==> config.mk <==
export PLATFORM = sky130hd
export DESIGN_NAME = path_frame_renderer_flat
export DESIGN_NICKNAME = d
export VERILOG_FILES = /design/src/rtl/path_frame_renderer_if.sv /design/src/rtl/path_frame_renderer.sv /design/src/flat_wrapper.sv
export SDC_FILE = /design/constraint.sdc
export NUM_CORES = 1
export LEC_CHECK = 0
export CORE_MARGIN = 5
export CORE_UTILIZATION = 45
export DETAILED_ROUTE_END_ITERATION = 12
export PLACE_DENSITY = 0.79
export SYNTH_ARGS = -nofsm -noshare
export SYNTH_HDL_FRONTEND = slang
export SYNTH_SLANG_ARGS = --single-unit
export TNS_END_PERCENT = 10
==> constraint.sdc <==
create_clock -name vclock_in -period 8.1 [get_ports vclock_in]
set_input_delay 1.62 -clock vclock_in [delete_from_list [all_inputs] [get_ports vclock_in]]
set_output_delay 1.62 -clock vclock_in [all_outputs]
set_load 0.01 [all_outputs]
==> src/rtl/path_frame_renderer_if.sv <==
// Memory-side bus of the path frame renderer: source code-map read port plus 1-bit framebuffer port.
// Latency: both memories are expected to return read data one cycle after the address is presented.
// Backpressure: none; the memories must accept one access per cycle.
interface path_frame_renderer_if #(
  parameter int CODE_W = 4,
  parameter int ADDR_W = 17
);
  logic [ADDR_W-1:0] src_addr_out;
  logic [CODE_W-1:0] src_data_in;
  logic              fb_we_out;
  logic [ADDR_W-1:0] fb_addr_out;
  logic              fb_data_out;
  logic              fb_data_in;

  modport master (
    output src_addr_out,
    input  src_data_in,
    output fb_we_out,
    output fb_addr_out,
    output fb_data_out,
    input  fb_data_in
  );

  modport slave (
    input  src_addr_out,
    output src_data_in,
    input  fb_we_out,
    input  fb_addr_out,
    input  fb_data_out,
    output fb_data_in
  );
endinterface

==> src/rtl/path_frame_renderer.sv <==
// Copies a masked code map into a 1-bit framebuffer, then scans it out as VGA pixels with a movable car box.
// Latency: pixel_out and the delayed sync/blank outputs trail the raw timing inputs by exactly 2 cycles.
// Backpressure: none; copy runs one address per cycle, scan follows the VGA counters unconditionally.
module path_frame_renderer #(
  parameter int          H_RES       = 320,
  parameter int          V_RES       = 240,
  parameter int          SCALE_SHIFT = 1,
  parameter int          CODE_W      = 4,
  parameter int          ADDR_W      = 17,
  parameter int          CAR_W       = 8,
  parameter int          CAR_H       = 8,
  parameter int          CAR_SPEED   = 4,
  parameter int          CAR_X0      = 160,
  parameter int          CAR_Y0      = 130,
  parameter logic [11:0] COLOR_CAR   = 12'hF0F,
  parameter logic [11:0] COLOR_PATH  = 12'hFFF
) (
  input  logic              vclock_in,
  input  logic              reset_in,
  input  logic              reload_in,
  input  logic [CODE_W-1:0] code_mask_in,
  input  logic              move_in,
  input  logic [1:0]        dir_in,
  input  logic [9:0]        hcount_in,
  input  logic [9:0]        vcount_in,
  input  logic              hsync_in,
  input  logic              vsync_in,
  input  logic              blank_in,
  path_frame_renderer_if.master mem,
  output logic              ready_out,
  output logic              phsync_out,
  output logic              pvsync_out,
  output logic              pblank_out,
  output logic [11:0]       pixel_out
);

  localparam logic [ADDR_W:0] N_LAST = (ADDR_W+1)'(H_RES * V_RES);
  localparam logic [31:0]     H_LIM  = 32'(H_RES) << SCALE_SHIFT;
  localparam logic [31:0]     V_LIM  = 32'(V_RES) << SCALE_SHIFT;
  localparam logic [9:0]      X_MAX  = 10'(H_RES - CAR_W);
  localparam logic [9:0]      Y_MAX  = 10'(V_RES - CAR_H);
  localparam logic [9:0]      STEP   = 10'(CAR_SPEED);
  localparam logic [9:0]      CW     = 10'(CAR_W);
  localparam logic [9:0]      CH     = 10'(CAR_H);

  typedef enum logic {COPY, SCAN} state_t;

  state_t            state_q, state_d;
  logic [ADDR_W:0]   cnt_q;
  logic [CODE_W-1:0] mask_q;

  logic [ADDR_W-1:0] scan_addr_d, scan_addr_q;
  logic [9:0]        hc1_q, vc1_q, hc2_q, vc2_q;
  logic              hs1_q, vs1_q, bl1_q, hs2_q, vs2_q, bl2_q;

  logic [9:0]        car_x, car_y;
  logic              vs_prev_q;
  logic [10:0]       x_sum, y_sum;
  logic [9:0]        x_inc, x_dec, y_inc, y_dec;

  logic [9:0]        mx, my;
  logic              in_car, out_rng;

  // State register; reset always restarts the copy.
  always_ff @(posedge vclock_in) begin
    if (reset_in) state_q <= COPY;
    else          state_q <= state_d;
  end

  // Next state: copy ends after the write of the last address, reload only honoured while scanning.
  always_comb begin
    state_d = state_q;
    case (state_q)
      COPY:    if (cnt_q == N_LAST) state_d = SCAN;
      SCAN:    if (reload_in)       state_d = COPY;
      default: state_d = COPY;
    endcase
  end

  // Copy address counter and mask capture on every entry into COPY.
  always_ff @(posedge vclock_in) begin
    if (reset_in) begin
      cnt_q  <= '0;
      mask_q <= code_mask_in;
    end else if (state_q == COPY) begin
      if (cnt_q != N_LAST) cnt_q <= cnt_q + 1'b1;
    end else if (reload_in) begin
      cnt_q  <= '0;
      mask_q <= code_mask_in;
    end
  end

  // Writes trail the source read address by one cycle to absorb the source read latency.
  assign mem.src_addr_out = cnt_q[ADDR_W-1:0];
  assign mem.fb_we_out    = (state_q == COPY) && (cnt_q != '0);
  assign mem.fb_addr_out  = (state_q == COPY) ? (cnt_q[ADDR_W-1:0] - ADDR_W'(1)) : scan_addr_q;
  assign mem.fb_data_out  = |(mem.src_data_in & mask_q);
  assign ready_out        = (state_q == SCAN);

  assign scan_addr_d = ADDR_W'(hcount_in >> SCALE_SHIFT)
                     + ADDR_W'(32'(vcount_in >> SCALE_SHIFT) * 32'(H_RES));

  // Two-stage timing pipeline matching the framebuffer address register plus its read latency.
  always_ff @(posedge vclock_in) begin
    if (reset_in) begin
      scan_addr_q <= '0;
      hc1_q <= '0; vc1_q <= '0; hc2_q <= '0; vc2_q <= '0;
      hs1_q <= 1'b1; vs1_q <= 1'b1; bl1_q <= 1'b1;
      hs2_q <= 1'b1; vs2_q <= 1'b1; bl2_q <= 1'b1;
    end else begin
      scan_addr_q <= scan_addr_d;
      hc1_q <= hcount_in; vc1_q <= vcount_in;
      hc2_q <= hc1_q;     vc2_q <= vc1_q;
      hs1_q <= hsync_in;  vs1_q <= vsync_in;  bl1_q <= blank_in;
      hs2_q <= hs1_q;     vs2_q <= vs1_q;     bl2_q <= bl1_q;
    end
  end

  assign phsync_out = hs2_q;
  assign pvsync_out = vs2_q;
  assign pblank_out = bl2_q;

  // Saturating car steps; the sum carries an extra bit so the clamp sees overflow past the edge.
  assign x_sum = {1'b0, car_x} + {1'b0, STEP};
  assign y_sum = {1'b0, car_y} + {1'b0, STEP};
  assign x_inc = (x_sum > {1'b0, X_MAX}) ? X_MAX : x_sum[9:0];
  assign y_inc = (y_sum > {1'b0, Y_MAX}) ? Y_MAX : y_sum[9:0];
  assign x_dec = (car_x < STEP) ? 10'd0 : (car_x - STEP);
  assign y_dec = (car_y < STEP) ? 10'd0 : (car_y - STEP);

  // Car moves once per falling vsync edge when enabled, independent of copy/scan state.
  always_ff @(posedge vclock_in) begin
    if (reset_in) begin
      car_x     <= 10'(CAR_X0);
      car_y     <= 10'(CAR_Y0);
      vs_prev_q <= vsync_in;
    end else begin
      vs_prev_q <= vsync_in;
      if (vs_prev_q && !vsync_in && move_in) begin
        case (dir_in)
          2'd0:    car_x <= x_inc;
          2'd1:    car_x <= x_dec;
          2'd2:    car_y <= y_inc;
          default: car_y <= y_dec;
        endcase
      end
    end
  end

  assign mx      = hc2_q >> SCALE_SHIFT;
  assign my      = vc2_q >> SCALE_SHIFT;
  assign in_car  = (mx >= car_x) && (mx < car_x + CW) && (my >= car_y) && (my < car_y + CH);
  assign out_rng = (32'(hc2_q) >= H_LIM) || (32'(vc2_q) >= V_LIM);

  // Pixel colour: blanking, copy and off-map force black; the car is drawn over the path.
  always_comb begin
    pixel_out = 12'h000;
    if (bl2_q || (state_q == COPY) || out_rng) pixel_out = 12'h000;
    else if (in_car)                           pixel_out = COLOR_CAR;
    else if (mem.fb_data_in)                   pixel_out = COLOR_PATH;
  end

endmodule

==> src/flat_wrapper.sv <==
// flat-port wrapper written by rule: the top's interface ports become plain ports
module path_frame_renderer_flat 
#(
  parameter int          H_RES       = 320,
  parameter int          V_RES       = 240,
  parameter int          SCALE_SHIFT = 1,
  parameter int          CODE_W      = 4,
  parameter int          ADDR_W      = 17,
  parameter int          CAR_W       = 8,
  parameter int          CAR_H       = 8,
  parameter int          CAR_SPEED   = 4,
  parameter int          CAR_X0      = 160,
  parameter int          CAR_Y0      = 130,
  parameter logic [11:0] COLOR_CAR   = 12'hF0F,
  parameter logic [11:0] COLOR_PATH  = 12'hFFF
)
  (vclock_in, reset_in, reload_in, code_mask_in, move_in, dir_in, hcount_in, vcount_in, hsync_in, vsync_in, blank_in, ready_out, phsync_out, pvsync_out, pblank_out, pixel_out, mem_src_addr_out, mem_src_data_in, mem_fb_we_out, mem_fb_addr_out, mem_fb_data_out, mem_fb_data_in);
  path_frame_renderer_if #(.CODE_W(CODE_W), .ADDR_W(ADDR_W)) mem_i ();
  input  logic vclock_in;
  input  logic reset_in;
  input  logic reload_in;
  input  logic [CODE_W-1:0] code_mask_in;
  input  logic move_in;
  input  logic [1:0] dir_in;
  input  logic [9:0] hcount_in;
  input  logic [9:0] vcount_in;
  input  logic hsync_in;
  input  logic vsync_in;
  input  logic blank_in;
  output logic ready_out;
  output logic phsync_out;
  output logic pvsync_out;
  output logic pblank_out;
  output logic [11:0] pixel_out;
  output wire logic [$bits(mem_i.src_addr_out)-1:0] mem_src_addr_out;
  input wire logic [$bits(mem_i.src_data_in)-1:0] mem_src_data_in;
  output wire logic [$bits(mem_i.fb_we_out)-1:0] mem_fb_we_out;
  output wire logic [$bits(mem_i.fb_addr_out)-1:0] mem_fb_addr_out;
  output wire logic [$bits(mem_i.fb_data_out)-1:0] mem_fb_data_out;
  input wire logic [$bits(mem_i.fb_data_in)-1:0] mem_fb_data_in;
  assign mem_src_addr_out = mem_i.src_addr_out;
  assign mem_i.src_data_in = mem_src_data_in;
  assign mem_fb_we_out = mem_i.fb_we_out;
  assign mem_fb_addr_out = mem_i.fb_addr_out;
  assign mem_fb_data_out = mem_i.fb_data_out;
  assign mem_i.fb_data_in = mem_fb_data_in;
  path_frame_renderer #(.H_RES(H_RES), .V_RES(V_RES), .SCALE_SHIFT(SCALE_SHIFT), .CODE_W(CODE_W), .ADDR_W(ADDR_W), .CAR_W(CAR_W), .CAR_H(CAR_H), .CAR_SPEED(CAR_SPEED), .CAR_X0(CAR_X0), .CAR_Y0(CAR_Y0), .COLOR_CAR(COLOR_CAR), .COLOR_PATH(COLOR_PATH)) u_core (.vclock_in(vclock_in), .reset_in(reset_in), .reload_in(reload_in), .code_mask_in(code_mask_in), .move_in(move_in), .dir_in(dir_in), .hcount_in(hcount_in), .vcount_in(vcount_in), .hsync_in(hsync_in), .vsync_in(vsync_in), .blank_in(blank_in), .mem(mem_i), .ready_out(ready_out), .phsync_out(phsync_out), .pvsync_out(pvsync_out), .pblank_out(pblank_out), .pixel_out(pixel_out));
endmodule
* Word-level counts from Yosys, hierarchy flattened
Index checks and enable logic that the tools add are counted.
Operators by class: bitwise logic cells 3, multipliers 1, add/sub/neg operators 9, order comparisons 10, reduce and logical (&&, ||, !) cells 22, muxes and demuxes 19, equal/unequal tests 5
Operators by type and width (number):
- 18-bit 2-to-1 mux | 3
- 10-bit 2-to-1 mux | 4
- 10-bit one-hot mux with 2 select lines | 2
- 12-bit 2-to-1 mux | 3
- 10-bit by 3-bit adder with 11-bit output, second input constant | 2
- 10-bit by 4-bit adder with 10-bit output, second input constant | 2
- 9-bit by 10-bit greater-or-equal comparator with 1-bit output | 2
- 10-bit by 3-bit less-than comparator with 1-bit output, second input constant | 2
- 9-bit by 10-bit less-than comparator with 1-bit output | 2
- 10-bit by 3-bit subtractor with 10-bit output, second input constant | 2
- 18-bit by 1-bit adder with 18-bit output, second input constant | 1
- 18-bit by 17-bit == test with 1-bit output, second input constant | 1
- 18-bit by 17-bit inequality test with 1-bit output, second input constant | 1
- 18-bit nonzero test | 1
- 9-bit by 17-bit adder with 17-bit output | 1
- 17-bit 2-to-1 mux | 1
- 17-bit by 1-bit subtractor with 17-bit output, second input constant | 1
- 4-bit 2-to-1 mux | 3
- 11-bit by 8-bit greater-than comparator with 1-bit output, second input constant | 1
- 11-bit by 9-bit greater-than comparator with 1-bit output, second input constant | 1
- 9-bit by 3-bit multiplier with 11-bit output, second input constant | 1
- 10-bit greater-or-equal comparator, second input constant | 1
- 10-bit by 9-bit greater-or-equal comparator with 1-bit output, second input constant | 1
- 2-bit AND reduction | 4
- 14 further kinds | 26
Storage, ports and cells: bits in registers 107, input port bits 38, logic and storage cells 86

* Depth between registers and ports, before layout
Gate-level depths: netlist (run 1).
depth after elaboration 7, gate-level depth with buffers 11

* Worst setup path after synthesis (run 1)
No wires, ideal clock.
kind register to output, start point register u_core.car_x[3], end point output pixel_out[10], path buffers 2, path slack 3.822 ns, data required time 6.480 ns, arrival 2.658 ns, stages on the path, launching flop included 12, cells stage by stage dfxtp_1 ha_1 clkbuf_1 nand3_1 xnor2_1 ha_1 a21oi_1 o211ai_1 o21a_1 o41ai_1 nor2b_1 buf_4
Between the ends: word-level cells in the longest chain between the ends 7, elaborated cells on any way between the ends 8, classes of those cells add/sub (1); order compare (2); mux (2); reduce/logical (3)
Ends and longest elaborated chain:
- from (decl) | RTL line path_frame_renderer.sv:56 | logic [9:0] car_x, car_y;
- from (signal assigned) | RTL line path_frame_renderer.sv:134 | car_x <= 10'(CAR_X0);
- from (signal assigned) | RTL line path_frame_renderer.sv:141 | 2'd0: car_x <= x_inc;
- 10-bit by 4-bit adder with 10-bit output | RTL line path_frame_renderer.sv:152 | assign in_car = (mx >= car_x) && (mx < car_x + CW) && (my >= car_y) && (my < car_y + CH);
- 9-bit by 10-bit less-than comparator with 1-bit output | RTL line path_frame_renderer.sv:152
- 1-bit logical AND (*) (3 in a row) | RTL line path_frame_renderer.sv:152
- 12-bit 2-to-1 mux (*) | RTL line path_frame_renderer.sv:159 | else if (in_car) pixel_out = COLOR_CAR;
- 12-bit 2-to-1 mux (*) | RTL line path_frame_renderer.sv:158 | if (bl2_q || (state_q == COPY) || out_rng) pixel_out = 12'h000;
- to (decl) | RTL line flat_wrapper.sv:34 | output logic [11:0] pixel_out;
Every way passes the cells marked *; elsewhere a longest branch is shown, timed or not.

* Worst setup path in the final report (run 1)
start point register u_core.car_x[4], end point output pixel_out[2]
Same word-level chain as after synthesis.

==> out/results.ini, run 1 <==
[pwr]
p_leak_nw = 2.79
power.density_mw_per_mm2 = 164
p_sw_w = 0.000317
p_sw_frac = 0.278
power.internal_w = 0.000825
peakVddDrop_mv = 0.114
pwr-share-comb = 0.201
seqPwrFrac = 0.423
clkPwrFrac = 0.376

[routing]
drcViolationCount = 0
vias = 4954
viasPerCell = 5.46
routedWlPerCell_um = 15.0
wl_mm = 13.6
ant_nets = 0
first_pass_iters = 5
drt_iter0_drc = 387

[timing]
fin_skew_ns = 0.00443
fin_crit_ns = 5.44
hold_viol_final = 0
slew_headroom = 0.224
drv_slew = 0
fmax_mhz = 184
rsz0062_at_grt = no
final.period_utilization = 0.671
fin_setup_tns_ns = 0
worst_pin_slew_ns = 1.16
setup_viol = 0

[clock_tree]
cts_buffer_depth = 2
post_cts_buffers = 0
clockRootBuffer = clkbuf_16
cts_tree = yes
cts_max_level = 3
clkLatencyLatePin_ns = 0.36
hold_buffers = 0
path_clk_slew_ns = 0.07
cts.sink_count = 90
cts_buffers = 9
cts-resized-gates = 0

[worst_hold_path]
min_path_cells = 1
hold_path_class = flip-flop to flip-flop

[logic_synthesis]
syn_area_mm2 = 0.00593
async_flop_share = 0
ys_seq_area_frac = 0.311
synth_nets = 791
ys_seq_elements = 90
netlist_top_cells_area = dfxtp_1 (29%), ha_1 (12%), nor2b_1 (4.2%), xor2_1 (4.0%), buf_4 (3.9%)
syn_inst = 692
synth_edf_count = 4
yosys.area.top_type = dfxtp_1
synth_top_area_frac = 0.290
synth_warnings = 0
synth_flop_cell = dfxtp_1
syn_avg_cell_area_um2 = 8.57
synth_cell_type_count = 75

[cells_and_area]
nets = 826
final_cell_mix = clkdlybuf4s50_1 (86), dfxtp_1 (86), ha_1 (59)
fin_util = 0.531
drive_above_1_share = 0.0574
num_antenna_cells = 0
area_growth_pct = 17.2

[critical_path]
cpPeakStageDelay_ns = 0.64
rr_worst_depth = 6
cp_common_cell = ha_1
cp_cell_sequence = ha_1 -> nand3_1 -> xnor2_1 -> ha_1 -> a21oi_1 -> o211ai_1 -> o21a_1 -> o41ai_1 -> nor2b_1 -> clkdlybuf4s50_1
crit_fanout = 8
cp.arrival_ns = 3.82
endpoint_kind = primary output
crit_slowest_cell = clkdlybuf4s50_1
required_ns = 6.48
start_kind = flip-flop
path_class = flip-flop to primary output

[run]
cap_violations = 0

[floorplan]
dieWidth_um = 125
initial_core_util = 0.453
core.rowCount = 42
io_pins = 90
core-area_mm2 = 0.0131
fp.dieH_um = 125
die-area_mm2 = 0.0156

[grt]
grt_pass1_wl_mm = 23.2
grt_max_degree = 69
grt.overflow.total = 0
grt_pass1_vias = 4753
grt_usage = 0.179
antenna_found_initial = 0

[placement]
dp_hpwl_mm = 10.1
portBuffers = 87
finalWeightedCongestion = 0.890

[outcome]
status = complete, no violations

## state kept, by name (all words and copies together), names as in the netlist
signal	count
u_core.bl1_q	1
u_core.cnt_q	18
u_core.hc2_q	7
u_core.scan_addr_q	11
u_core.vc2_q	8
u_core.hs1_q	1
u_core.car_y	9
u_core.ready_out	1
u_core.pblank_out	1
u_core.hc1_q	9
u_core.vc1_q	8
u_core.phsync_out	1
u_core.mask_q	4
u_core.vs_prev_q	1
u_core.car_x	8
u_core.pvsync_out	1
u_core.vs1_q	1
## power groups by stage
stage | sequential (W) | combinational (W) | clock [W]
after detailed placement | 0.000493 | 0.000228 | 0
final | 0.000483 | 0.000230 | 0.000430
after global routing | 0.000485 | 0.000256 | 0.000457
after floorplan | 0.000486 | 0.000152 | 0
after global placement | 0.000492 | 0.000225 | 0
after CTS | 0.000483 | 0.000231 | 0.000439
## worst max-delay path: cells and delay by family (launching register included)
| family | cells | cell delay (ns) |
|---|---|---|
| DFF | 1 | 0.56 |
| AOI/OAI and AO/OA | 4 | 0.77 |
| buffers and inverters | 1 | 0.64 |
| and+or+nand+nor | 2 | 0.61 |
| adders and majority gates | 2 | 0.72 |
| xor gates and xnor gates | 1 | 0.17 |
## layer usage
layer,part of all wire,up-vias,GRT usage
li1,-,2481,-
met1,0.47,2318,0.237
met2,0.47,135,0.288
met3,0.045,20,0.0369
met4,0.020,0,0.0632
met5,0,-,0
## kinds of logic after synthesis
logic type	count (synthesis)	synth area share
buffers and inverters	99	0.0861
multiplexers	2	0.00338
XOR/XNOR	53	0.0806
AND/OR/NAND/NOR	247	0.231
AO/OA/AOI/OAI	140	0.157
adder cells (fa/ha/maj)	61	0.131
flip-flops	90	0.311
## stage by stage
| step | total power [W] | instance area, µm² | worst slack [ns] | instances | hold slack [ns] |
|---|---|---|---|---|---|
| 2_1_floorplan | 0.000638 | 5930 | 3.82 | 692 | 0.389 |
| 3_3_place_gp | 0.000717 | 6640 | 3.09 | 892 | 0.392 |
| 3_5_place_dp | 0.000721 | 6640 | 3.03 | 892 | 0.395 |
| 4_1_cts | 0.00115 | 6950 | 2.63 | 908 | 0.411 |
| 5_1_grt | 0.00120 | 6950 | 2.37 | 908 | 0.424 |
| 6_report | 0.00114 | 6950 | 2.66 | 908 | 0.408 |
## layout make-up
class	count	area, µm²
timing repair buffer	88	873
fill	1173	6140
clock inverter	6	73.8
tap	176	220
inverter	35	131
clock buffer	10	229
sequential	90	1840
multi-input combinational	503	3580
## path summary, 6_finish.rpt
check	start	end	slack, ns
hold / removal	u_core.bl1_q	u_core.pblank_out	0.41
setup reg to reg	u_core.ready_out	u_core.cnt_q[15]	5.66
setup / recovery	u_core.car_x[4]	pixel_out[2]	2.66
hold reg to reg	u_core.bl1_q	u_core.pblank_out	0.41
## Yosys cell counts (3+ instances only)
master     count
and2_1         3
o21ai_0       29
o211ai_1       3
and4_1         4
buf_4         31
o2111ai_1      4
clkbuf_1      24
edfxtp_1       4
nor2b_1       40
buf_2          6
nor2_1        50
and3_1        10
nor3_1        16
a21o_1         7
dfxtp_1       86
nand4_1       17
a31oi_1        6
ha_1          59
o21ai_1        9
a211oi_1       6
nand2b_1       6
nor3b_1        4
o21a_1         3
inv_1         33
a21oi_1       32
nand2_1       44
nand3_1       19
or2_2          7
a221oi_1       5
a22oi_1        4
xor2_1        27
a311oi_1       3
o31ai_1        3
or3_1          4
nor4_1         3
xnor2_1       25
and3_2         3
Power figures use the tool's default switching activity.
==> run 2: changes to the inputs <==
--- a/config.mk
+++ b/config.mk
@@ -8,7 +8,7 @@
 export CORE_MARGIN = 5
 export CORE_UTILIZATION = 45
 export DETAILED_ROUTE_END_ITERATION = 12
-export PLACE_DENSITY = 0.79
+export PLACE_DENSITY = 0.82
 export SYNTH_ARGS = -nofsm -noshare
 export SYNTH_HDL_FRONTEND = slang
 export SYNTH_SLANG_ARGS = --single-unit
==> constraint.sdc (replaced) <==
create_clock -name vclock_in -period 4.4 [get_ports vclock_in]
set_input_delay 0.88 -clock vclock_in [delete_from_list [all_inputs] [get_ports vclock_in]]
set_output_delay 0.88 -clock vclock_in [all_outputs]
set_load 0.01 [all_outputs]
==> out/results.ini, run 2 (same netlist as run 1, synthesis figures left out) <==
[routing]
first_pass_iters = 5
wl_mm = 13.9
routedWlPerCell_um = 15.2
viasPerCell = 5.54
drcViolationCount = 0
ant_nets = 0
drt_iter0_drc = 299
vias = 5043

[grt]
grt_usage = 0.177
grt_max_degree = 68
grt_pass1_wl_mm = 23.0
grt_pass1_vias = 4864
grt.overflow.total = 0
antenna_found_initial = 0

[floorplan]
io_pins = 90
core-area_mm2 = 0.0131
initial_core_util = 0.453
dieWidth_um = 125
core.rowCount = 42
die-area_mm2 = 0.0156
fp.dieH_um = 125

[clock_tree]
cts_buffers = 9
cts_tree = yes
cts_buffer_depth = 2
cts.sink_count = 90
path_clk_slew_ns = 0.07
cts_max_level = 3
clkLatencyLatePin_ns = 0.35
clockRootBuffer = clkbuf_16

[timing]
fin_skew_ns = 0.00626
slew_headroom = 0.482
fin_crit_ns = 4.17
final.period_utilization = 0.948
fin_setup_tns_ns = 0
setup_ws_ns = 0.229
hold_viol_final = 0
worst_pin_slew_ns = 0.774
rsz0062_at_grt = no
fmax_mhz = 240
drv_slew = 0
fin_hold_ws_ns = 0.407
setup_viol = 0

[critical_path]
crit_fanout = 11
endpoint_kind = primary output
cp.arrival_ns = 3.29
cp_cell_sequence = inv_1 -> ha_1 -> o21ba_2 -> o21ai_0 -> a21oi_1 -> o21a_1 -> o41ai_2 -> nor2b_1 -> buf_4 -> clkdlybuf4s50_1
required_ns = 3.52
start_kind = flip-flop
path_class = flip-flop to primary output
cpPeakStageDelay_ns = 0.54
crit_slowest_cell = dfxtp_1

[placement]
pre_cts_slack_ns = 0.335
finalWeightedCongestion = 0.980
portBuffers = 87
dp_hpwl_mm = 10.3
dp.cells = 894
placed_area_mm2 = 0.00666

[cells_and_area]
largest_register_ffs = 18
fin_area_mm2 = 0.00702
largest-register = u_core.cnt_q
largest_registers = u_core.cnt_q (18), u_core.scan_addr_q (11)
drive_above_1_share = 0.0722
nets = 828
final_cell_mix = clkdlybuf4s50_1 (86), dfxtp_1 (82), ha_1 (58)
final_cells = 910
area_growth_pct = 18.4
mostFrequentLayoutCell = clkdlybuf4s50_1
num_antenna_cells = 0

[pwr]
p_leak_nw = 2.82
power.density_mw_per_mm2 = 307
peakVddDrop_mv = 0.195

[run]
cap_violations = 0

[outcome]
status = complete, no violations

[worst_hold_path]
hold_path_class = flip-flop to flip-flop

run 2: timing repair:
action	CTS	global route
buffers inserted	0	0
gates resized for setup	2	9
gates cloned	0	0
pin swaps	0	0
hold buffers	0	0
setup endpoints to repair	8	8
run 2: final cells by class:
type / instances / area [µm²]
fillers: 1180 / 6070
multi-input cells: 503 / 3600
flip-flops and latches: 90 / 1850
repair buffers: 90 / 888
clock buffers: 9 / 225
well taps: 176 / 220
inverters: 35 / 131
clock inverters: 7 / 98.8
run 2: metrics by stage:
step | power [W] | utilization
after floorplan | 0.00117 | -
after global placement | 0.00132 | 0.509
after detailed placement | 0.00133 | 0.509
after CTS | 0.00217 | 0.534
after global routing | 0.00226 | 0.536
final | 0.00215 | 0.536
run 2: path summary, 6_finish.rpt:
path / start / end / slack [ns] / depth (start not counted)
worst max-delay path: u_core.car_x[2] / pixel_out[0] / 0.23 / 10
worst min-delay path: u_core.bl1_q / u_core.pblank_out / 0.41 / 1
worst max register to register: u_core.cnt_q[0] / u_core.cnt_q[16] / 2.11 / 8
worst min register to register: u_core.bl1_q / u_core.pblank_out / 0.41 / 1
run 2: worst max-delay path: cells and delay by family, from the launching register on:
family,cells,cell delay (ns)
AOI/OAI and AO/OA,5,1.04
adders and majority gates,1,0.34
buffers and inverters,3,0.84
DFF,1,0.54
and+or+nand+nor,1,0.17
run 2: metal layers:
layer / vias up / routed length (µm) / global-route usage
met5: - / 0 / 0
met4: 0 / 396 / 0.0703
met3: 29 / 740 / 0.0382
met2: 163 / 6690 / 0.299
met1: 2368 / 6040 / 0.220
li1: 2483 / - / -
run 2: report_power, final:
part           switching [W]  internal [W]
clock               0.000336      0.000501
sequential         0.0000277      0.000860
combinational       0.000217      0.000212
total               0.000580       0.00157
==> run 3: changes to the inputs <==
--- a/config.mk
+++ b/config.mk
@@ -5,10 +5,10 @@
 export SDC_FILE = /design/constraint.sdc
 export NUM_CORES = 1
 export LEC_CHECK = 0
-export CORE_MARGIN = 5
 export CORE_UTILIZATION = 45
 export DETAILED_ROUTE_END_ITERATION = 12
 export PLACE_DENSITY = 0.82
+export SKIP_CTS_REPAIR_TIMING = 1
 export SYNTH_ARGS = -nofsm -noshare
 export SYNTH_HDL_FRONTEND = slang
 export SYNTH_SLANG_ARGS = --single-unit
==> out/results.ini, run 3 (same netlist as run 1, synthesis figures left out) <==
[pwr]
power.density_mw_per_mm2 = 296
p_leak_nw = 2.80
peakVddDrop_mv = 0.310
finalPower_w = 0.00206

[floorplan]
die-area_mm2 = 0.0136
io_pins = 90
initial_core_util = 0.466
fp.dieH_um = 117
dieWidth_um = 117
core.rowCount = 41
core-area_mm2 = 0.0127

[critical_path]
endpoint_kind = primary output
path_class = flip-flop to primary output
required_ns = 3.52
start_kind = flip-flop
crit_fanout = 8
cp.arrival_ns = 3.27

[routing]
first_pass_iters = 6
routed-wl-met3_um = 541
routedWlPerCell_um = 14.7
wl_mm = 13.3
route.met2.wl_mm = 6.29
ant_nets = 0
routed.top_layer = met4
drcViolationCount = 0
vias = 4893
drt-met1-wl_mm = 6.17
drt_iter0_drc = 319
viasPerCell = 5.40

[cells_and_area]
nets = 828
final_cell_mix = clkdlybuf4s50_1 (86), dfxtp_1 (81), ha_1 (58)
largest_registers = u_core.cnt_q (18), u_core.scan_addr_q (11)
largest_register_ffs = 18
area_growth_pct = 17.5
final_cells = 906
mostFrequentLayoutCell = clkdlybuf4s50_1
largest-register = u_core.cnt_q
drive_above_1_share = 0.0708
num_antenna_cells = 0

[clock_tree]
clkLatencyLatePin_ns = 0.35
path_clk_slew_ns = 0.07
cts_buffer_depth = 2
cts_tree = yes
cts_buffers = 9
clockRootBuffer = clkbuf_16
cts_max_level = 3
cts.sink_count = 90

[run]
cap_violations = 0

[grt]
antenna_found_initial = 0
grt_pass1_wl_mm = 21.5
grt_max_degree = 68
grt_pass1_vias = 4450
grt_usage = 0.202
grt.overflow.total = 0

[placement]
dp.cells = 890
finalWeightedCongestion = 0.899
dp_hpwl_mm = 9.98
portBuffers = 87

[timing]
hold_viol_final = 0
fin_skew_ns = 0.00679
drv_slew = 0
setup_viol = 0
fin_setup_tns_ns = 0
slew_headroom = 0.519
fmax_mhz = 241
worst_pin_slew_ns = 0.720
final.period_utilization = 0.944
rsz0062_at_grt = no
fin_crit_ns = 4.15

[outcome]
status = complete, no violations

[worst_hold_path]
hold_path_class = flip-flop to flip-flop

==> run 3: final timing paths <==
path | slack (ns) | from | cells past startpoint | end
worst max-delay path | 0.25 | u_core.car_x[4] | 11 | pixel_out[2]
worst min-delay path | 0.41 | u_core.hs1_q | 1 | u_core.phsync_out
worst max register to register | 2.12 | u_core.cnt_q[0] | 8 | u_core.cnt_q[16]
worst min register to register | 0.41 | u_core.hs1_q | 1 | u_core.phsync_out
==> run 3: metal layers <==
| metal | track usage | vias to the layer above |
|---|---|---|
| li1 | - | 2484 |
| met4 | 0.0844 | 0 |
| met1 | 0.266 | 2276 |
| met5 | 0 | - |
| met3 | 0.0366 | 17 |
| met2 | 0.329 | 116 |
==> run 3: layout make-up <==
type	count	area, µm²
Fill cell	1171	5750
Multi-Input combinational cell	503	3590
Sequential cell	90	1850
Timing Repair Buffer	90	888
Clock buffer	9	225
Tap cell	172	215
Inverter	35	131
Clock inverter	7	68.8
==> run 3: report_power, final <==
part           switching (W)  internal (W)  leakage (nW)
clock network       0.000350      0.000398         0.139
registers          0.0000288      0.000861         0.747
logic               0.000214      0.000211          1.91
==> run 3: metrics by stage <==
step	hold slack [ns]	util	cell area [µm²]	setup slack (ns)
final	0.410	0.548	6970	0.248
after CTS	0.412	0.546	6950	-0.0464
after global placement	0.391	0.523	6650	0.447
after floorplan	0.389	-	5930	0.862
after detailed placement	0.396	0.523	6650	0.349
after global routing	0.441	0.548	6970	0.0259
==> run 3: critical path: stages, from the launching register on <==
cell	delay, ns
dfxtp_2	0.46
ha_4	0.22
nand3_1	0.10
xnor2_1	0.20
ha_1	0.28
a21oi_1	0.15
o211ai_1	0.09
o21a_1	0.20
o41ai_1	0.30
nor2b_1	0.20
buf_4	0.18
clkdlybuf4s50_1	0.55
